==> src/rtl/seq_stim_pkg.sv <==
// Shared types and constants for the A/B/C/J/K/X sequence stimulus generator.
// Latency: n/a (declarations only).
// Backpressure: n/a.
package seq_stim_pkg;

  localparam int MAX_B_DEF  = 3;
  localparam int J_REPS_DEF = 4;
  localparam int NB_W_DEF   = 2;

  typedef enum logic [2:0] {
    IDLE  = 3'd0,
    S_C   = 3'd1,
    S_B   = 3'd2,
    S_A   = 3'd3,
    S_J   = 3'd4,
    S_K   = 3'd5,
    S_X   = 3'd6,
    S_END = 3'd7
  } state_t;

  // Symbol vector bit order: {A, B, C, J, K, X}
  localparam logic [5:0] SYM_NONE = 6'b000000;
  localparam logic [5:0] SYM_A    = 6'b100000;
  localparam logic [5:0] SYM_B    = 6'b010000;
  localparam logic [5:0] SYM_C    = 6'b001000;
  localparam logic [5:0] SYM_J    = 6'b000100;
  localparam logic [5:0] SYM_K    = 6'b000010;
  localparam logic [5:0] SYM_X    = 6'b000001;

endpackage

==> src/rtl/seq_rep_cnt.sv <==
// Loadable down-counter with zero flag, shared by the B and J repetition phases.
// Latency: load/dec take effect on the next posedge CLK; zero is combinational from the count.
// Backpressure: none; saturates at zero instead of wrapping.
// Ports: CLK/RST clock and async active-high reset; load+load_val preset the count;
//        dec decrements by one when nonzero; zero flags count==0.
module seq_rep_cnt #(
  parameter int W = 3
) (
  input  logic         CLK,
  input  logic         RST,
  input  logic         load,
  input  logic [W-1:0] load_val,
  input  logic         dec,
  output logic         zero
);

  logic [W-1:0] cnt;

  always_ff @(posedge CLK or posedge RST) begin
    if (RST) begin
      cnt <= '0;
    end else if (load) begin
      cnt <= load_val;
    end else if (dec && (cnt != '0)) begin
      cnt <= cnt - 1'b1;
    end
  end

  assign zero = (cnt == '0);

endmodule

==> src/rtl/seq_stim_gen.sv <==
// Transmitter emitting C B[*nb] A J[*J_REPS] K one symbol per CLK, with abort (X) and K-drop injection.
// Latency: start accepted at edge n -> C visible after edge n; done pulse nb_eff+J_REPS+3 cycles after C.
// Backpressure: none; start while busy (or in the done cycle) is dropped, never queued.
// Ports: CLK, RST (async active-high); start/nb/drop_k request a sequence; abort kills one in flight;
//        A,B,C,J,K,X symbol outputs; busy, done, aborted status. All outputs registered.
module seq_stim_gen
  import seq_stim_pkg::*;
#(
  parameter int MAX_B  = MAX_B_DEF,
  parameter int J_REPS = J_REPS_DEF,
  parameter int NB_W   = NB_W_DEF
) (
  input  logic            CLK,
  input  logic            RST,
  input  logic            start,
  input  logic [NB_W-1:0] nb,
  input  logic            drop_k,
  input  logic            abort,
  output logic            A,
  output logic            B,
  output logic            C,
  output logic            J,
  output logic            K,
  output logic            X,
  output logic            busy,
  output logic            done,
  output logic            aborted
);

  localparam int CNT_MAX = (MAX_B > J_REPS) ? MAX_B : J_REPS;
  localparam int CNT_W   = $clog2(CNT_MAX + 1);

  localparam logic [NB_W-1:0]  MAX_B_V  = NB_W'(MAX_B);
  localparam logic [CNT_W-1:0] J_LOAD   = CNT_W'(J_REPS - 1);

  state_t            state, state_nxt;
  logic [NB_W-1:0]   nb_lat;
  logic              drop_lat;
  logic [NB_W-1:0]   nb_eff;
  logic              accept;

  logic              cnt_load;
  logic [CNT_W-1:0]  cnt_val;
  logic              cnt_dec;
  logic              cnt_zero;

  logic [5:0]        sym_q, sym_nxt;
  logic              busy_nxt, done_nxt, aborted_nxt;

  // Clamp requested B count into 1..MAX_B.
  always_comb begin
    nb_eff = nb;
    if (nb == '0) begin
      nb_eff = NB_W'(1);
    end else if (nb > MAX_B_V) begin
      nb_eff = MAX_B_V;
    end
  end

  assign accept = (state == IDLE) && start;

  seq_rep_cnt #(.W(CNT_W)) u_rep_cnt (
    .CLK      (CLK),
    .RST      (RST),
    .load     (cnt_load),
    .load_val (cnt_val),
    .dec      (cnt_dec),
    .zero     (cnt_zero)
  );

  always_ff @(posedge CLK or posedge RST) begin
    if (RST) begin
      state    <= IDLE;
      nb_lat   <= '0;
      drop_lat <= 1'b0;
    end else begin
      state <= state_nxt;
      if (accept) begin
        nb_lat   <= nb_eff;
        drop_lat <= drop_k;
      end
    end
  end

  // The counter is preset on the cycle before a repeat phase so the phase
  // lasts exactly load_val+1 cycles and exits on the zero flag.
  always_comb begin
    state_nxt = state;
    cnt_load  = 1'b0;
    cnt_val   = '0;
    cnt_dec   = 1'b0;
    case (state)
      IDLE:  if (start) state_nxt = S_C;
      S_C: begin
        state_nxt = S_B;
        cnt_load  = 1'b1;
        cnt_val   = CNT_W'(nb_lat - 1'b1);
      end
      S_B: begin
        if (cnt_zero) state_nxt = S_A;
        else          cnt_dec   = 1'b1;
      end
      S_A: begin
        state_nxt = S_J;
        cnt_load  = 1'b1;
        cnt_val   = J_LOAD;
      end
      S_J: begin
        if (cnt_zero) state_nxt = S_K;
        else          cnt_dec   = 1'b1;
      end
      S_K:   state_nxt = S_END;
      S_X:   state_nxt = IDLE;
      S_END: state_nxt = IDLE;
      default: state_nxt = IDLE;
    endcase
    // Abort overrides every in-flight transition, including S_K -> S_END.
    if (abort && (state inside {S_C, S_B, S_A, S_J, S_K})) begin
      state_nxt = S_X;
    end
  end

  // Outputs are decoded from the next state so they change on the same edge as the state.
  always_comb begin
    sym_nxt     = SYM_NONE;
    busy_nxt    = 1'b0;
    done_nxt    = 1'b0;
    aborted_nxt = 1'b0;
    case (state_nxt)
      S_C:   begin sym_nxt = SYM_C; busy_nxt = 1'b1; end
      S_B:   begin sym_nxt = SYM_B; busy_nxt = 1'b1; end
      S_A:   begin sym_nxt = SYM_A; busy_nxt = 1'b1; end
      S_J:   begin sym_nxt = SYM_J; busy_nxt = 1'b1; end
      S_K:   begin sym_nxt = drop_lat ? SYM_NONE : SYM_K; busy_nxt = 1'b1; end
      S_X:   begin sym_nxt = SYM_X; busy_nxt = 1'b1; end
      S_END: done_nxt = 1'b1;
      default: sym_nxt = SYM_NONE;
    endcase
    if ((state == S_X) && (state_nxt == IDLE)) begin
      aborted_nxt = 1'b1;
    end
  end

  always_ff @(posedge CLK or posedge RST) begin
    if (RST) begin
      sym_q   <= SYM_NONE;
      busy    <= 1'b0;
      done    <= 1'b0;
      aborted <= 1'b0;
    end else begin
      sym_q   <= sym_nxt;
      busy    <= busy_nxt;
      done    <= done_nxt;
      aborted <= aborted_nxt;
    end
  end

  assign {A, B, C, J, K, X} = sym_q;

endmodule

==> config.mk <==
export PLATFORM = sky130hd
export DESIGN_NAME = seq_stim_gen
export DESIGN_NICKNAME = d
export VERILOG_FILES = /design/src/rtl/seq_stim_pkg.sv /design/src/rtl/seq_rep_cnt.sv /design/src/rtl/seq_stim_gen.sv
export SDC_FILE = /design/constraint.sdc
export NUM_CORES = 1
export LEC_CHECK = 0
export BUFFER_PORTS_ARGS = -buffer_cell sky130_fd_sc_hd__buf_2
export CAP_MARGIN = 10
export CORE_MARGIN = 3
export CORE_UTILIZATION = 40
export CTS_BUF_LIST = sky130_fd_sc_hd__clkbuf_4 sky130_fd_sc_hd__clkbuf_8
export DETAILED_ROUTE_END_ITERATION = 16
export SLEW_MARGIN = 5
export SYNTH_ARGS = -nofsm -noshare
export SYNTH_HDL_FRONTEND = slang
export SYNTH_SLANG_ARGS = --single-unit
==> constraint.sdc <==
create_clock -name CLK -period 1.9 [get_ports CLK]
set_input_delay 0.095 -clock CLK [delete_from_list [all_inputs] [get_ports CLK]]
set_output_delay 0.095 -clock CLK [all_outputs]
set_load 0.1 [all_outputs]
After elaboration in Yosys (flattened, before gate mapping)
Cells that the tools add are included.
{"block": "totals", "inputBits": 7, "output_inout_bits": 9, "regBits": 18}
{"block": "classes", "n_mux": 18, "eq_ne": 14, "add_sub_neg": 2, "n_lt_le_gt_ge": 1, "reduce_logical": 15}
{"op": "$pmux W6 S6", "n": 1}
{"op": "$eq A3 B3 Y1 const B", "n": 8}
{"op": "$pmux W3 S7", "n": 1}
{"op": "$mux W3", "n": 6}
{"op": "$eq A3 B2 Y1 const B", "n": 4}
{"op": "$logic_not A3 Y1", "n": 3}
{"op": "$eq A3 B1 Y1 const B", "n": 2}
{"op": "$mux W1", "n": 6}
{"op": "$mux W2", "n": 3}
{"op": "$pmux W3 S2", "n": 1}
{"op": "$reduce_or A2 Y1", "n": 3}
{"op": "$reduce_or A6 Y1", "n": 1}
{"op": "$reduce_bool A5 Y1", "n": 1}
{"op": "$logic_and A1 B1 Y1", "n": 4}
{"op": "$reduce_bool A3 Y1", "n": 1}
{"op": "$sub A2 B1 Y3 const B", "n": 1}
{"op": "$sub A3 B1 Y3 const B", "n": 1}
{"op": "$gt A2 B2 Y1 const B", "n": 1}
{"op": "$logic_not A2 Y1", "n": 1}
{"op": "$reduce_bool A2 Y1", "n": 1}

Logic depth before layout (Yosys ltp)
{"block": "depth", "word_depth": 7, "mapped_depth": 7}

Hierarchy
Synthesis repeated with hierarchy kept, for this count alone.
{"block": "unflattened", "cells_unflattened": 84, "area_unflattened_um2": 918.4}
{"mod": "seq_stim_gen", "cells_per_inst": 64, "n_inst": 1, "area_per_inst_um2": 706.9, "seq_area_each_um2": 375.4}
{"mod": "seq_rep_cnt", "cells_per_inst": 20, "n_inst": 1, "area_per_inst_um2": 211.5, "seq_area_each_um2": 75.1}

Worst setup path before layout
Ideal clock, no wire load.
{"block": "synth_path", "kind": "reg2reg", "from": "reg u_rep_cnt.cnt[0]", "to": "reg u_rep_cnt.cnt[1]", "path_stages_with_launch": 8, "setup_time_ns": 0.125, "t_required_ns": 1.775, "n_path_buf": 0, "t_arrival_ns": 1.487, "slack_ns": 0.288, "cell_sequence": "dfrtp_1 > inv_1 > ha_1 > ha_1 > nor4b_1 > inv_1 > and2_4 > mux2_2"}
{"block": "synth_via", "elab_chain_len": 5, "elab_cells_between_ends": 9}
{"item": "start, declared", "line_no": "seq_rep_cnt.sv:17", "source": "logic [W-1:0] cnt;"}
{"item": "start signal, assigned", "line_no": "seq_rep_cnt.sv:23", "source": "cnt <= load_val;"}
{"item": "start signal, assigned", "line_no": "seq_rep_cnt.sv:25", "source": "cnt <= cnt - 1'b1;"}
{"item": "parallel branches: the longest is 5 deep, another holds $sub A3 B1 Y3"}
Parallel ways; which one is timed is not known. The select of a mux whose other input is x is not followed.
A chain may end at the register's enable or synchronous reset.

Worst setup path in the final report
Ends and elaborated chain as after synthesis.

==> metrics.cfg <==
[outcome]
status = completed

[timing]
rsz0062_at_grt = false
setup_violations = 0
post-route-period-util_pct = 91.6
fmax_mhz = 575
hold_viol_final = 0
hold_slack_ns = 0.0277
max_slew_margin_pct = 55.6
slew_violations = 0
finalSetupTns_ns = 0
worstMarginPinSlew_ns = 0.665
finalCriticalPeriod_ns = 1.74
fin_worst_skew_ns = 0.00168

[clock_tree]
postCtsResizedCells = 0
cts-root-buf = clkbuf_4
cts-htree-levels = 1
clock_latency_ns = 0.29
clk_pin_slew_ns = 0.10
post-cts-setup-buffers = 0
cts_buffers = 3
cts_buffer_depth = 2
cts_tree = yes
cts.sinks = 18
cts_hold_buffers = 1

[global_route]
grt_max_degree = 19
grt_overflow = 0
grt_pass1_wl_um = 2530
first_global_vias = 578
grt_antenna_before_repair = 0
grt_util_met1_pct = 17.3
grt_use_met2_pct = 18.6
grt_busiest_layer = met2
grt_util_met3_pct = 2.85
grt_usage_pct = 12.8

[drt]
final_antenna_net_count = 0
wl_um = 1460
drt_iter0_drc = 9
drtPass1Iterations = 3
drc_errors = 0
vias_per_cell = 4.81
vias = 616
post_drt_wl_per_cell_um = 11.4

[critical_path]
worstReg2RegStart = u_rep_cnt.cnt[0]$_DFFE_PP0P_
crit_family = simple AND/OR/NAND/NOR gates
critPathLaunch = u_rep_cnt.cnt[0]$_DFFE_PP0P_
cp_cell_sequence = inv_1, ha_1, ha_1, nor4b_1, inv_1, and2_4, mux2_2
cp.required_ns = 2.09
crit_buf_inv = 2
critPathKind = reg2reg
slowest_delay_ns = 0.36
path_max_fanout = 5
cpMaxStageDelayCell = dfrtp_1
crit_path_end_kind = flop
cp-start-kind = flop
arrival_ns = 1.93

[layout]
fin_util_pct = 50.9
final_common_cell = dfrtp_1
antennaDiodeCount = 0
drive_gt1_share_pct = 27.7
final_cell_mix = dfrtp_1 (18), buf_2 (15), inv_1 (11)
fin_nets = 112
area_growth_pct = 17.6
stdcell_count = 128

[yosys]
avgSynthCellArea_sq_um = 10.6
ys_types = 32
ys_seq_elements = 18
ys_warn_count = 0
syn_nets = 92
synth_cells = 82
ys_seq_area_share_pct = 51.9
netlist_area_sq_um = 867

[die]
start_util_pct = 43.3
core_sq_um = 2000
die_y_um = 52.6
die_w_um = 52.6
core.rowCount = 16
die_area_sq_um = 2760
ios = 16

[min_path]
hp-class = in2reg
min_from = drop_k

[placed_design]
numPortBuffers = 15
hpwl_um = 1100
gp_congestion = 0.781
dp.cells = 123

[job]
drv_cap = 0

[registers in the layout, indices dropped and copies added (netlist names)]
name and cells:
u_rep_cnt.cnt 3, busy 1, state 3, sym_q 6, nb_lat 2, done 1, drop_lat 1, aborted 1
[through the flow]
stage	setup slack (ns)	instance area (sq um)
after floorplan	0.288	867
after global placement	0.215	973
after detailed placement	0.171	973
after CTS	0.151	1020
after global routing	0.0453	1020
final	0.160	1020
[routing by layer]
metal  vias up  routed length (um)  share of wire [%]
met5         -                   0                  0
met4         0                  25                1.7
met3         4                  66                4.5
met2        14                 643                 44
met1       282                 725                 50
li1        316                   -                  -
[area by class of cell]
type	count	area (sq um)
well taps	27	33.8
clock buffers	4	36.3
multi-input cells	50	358
fillers	184	982
flip-flops and latches	18	450
repair buffers	18	100
inverters	11	41.3
[Yosys cell counts]
library cell  count  area (sq um)
nor2_1            2          7.51
dfrtp_1          18           450
buf_4             1          7.51
nor2_4            1          11.3
and2b_1           1          7.51
ha_1              3          37.5
and2_1            1          6.26
nand3b_1          1          7.51
nor4b_1           1          8.76
nand2b_1          3          18.8
nand2_1           4          15.0
a21o_1            1          7.51
o21ai_0           5          25.0
a21oi_1           4          20.0
nor3_1            4          20.0
a221oi_2          1          15.0
nand3_1           1          5.00
nor2b_2           1          8.76
inv_1            11          41.3
or3_1             1          6.26
and3_1            1          6.26
a211oi_1          1          7.51
nor3b_1           2          15.0
mux2_2            3          33.8
o21a_1            1          7.51
a21boi_1          1          7.51
buf_2             2          10.0
o32ai_1           1          8.76
and2_4            1          8.76
and3b_1           1          8.76
mux2i_1           2          20.0
nor2b_1           1          6.26
[worst paths after layout]
kind	endpoint	slack [ns]	depth (start not counted)
setup / recovery	u_rep_cnt.cnt[1]$_DFFE_PP0P_	0.16	7
hold / removal	drop_lat$_DFFE_PP0P_	0.03	2
setup reg to reg	u_rep_cnt.cnt[1]$_DFFE_PP0P_	0.16	7
hold reg to reg	drop_lat$_DFFE_PP0P_	0.51	1
max in group asynchronous	u_rep_cnt.cnt[0]$_DFFE_PP0P_	1.05	3
min in group asynchronous	sym_q[2]$_DFF_PP0_	0.43	3
[logic make-up after synthesis]
kind of cell    synth area share [%]
simple gates                    19.3
flops                           51.9
compound gates                  11.4
buf+inv                         6.78
mux                             6.20
fa+ha+maj                       4.33
Power is not shown: default switching activity piles up to over one toggle a cycle in this logic, so the estimate is an artifact.
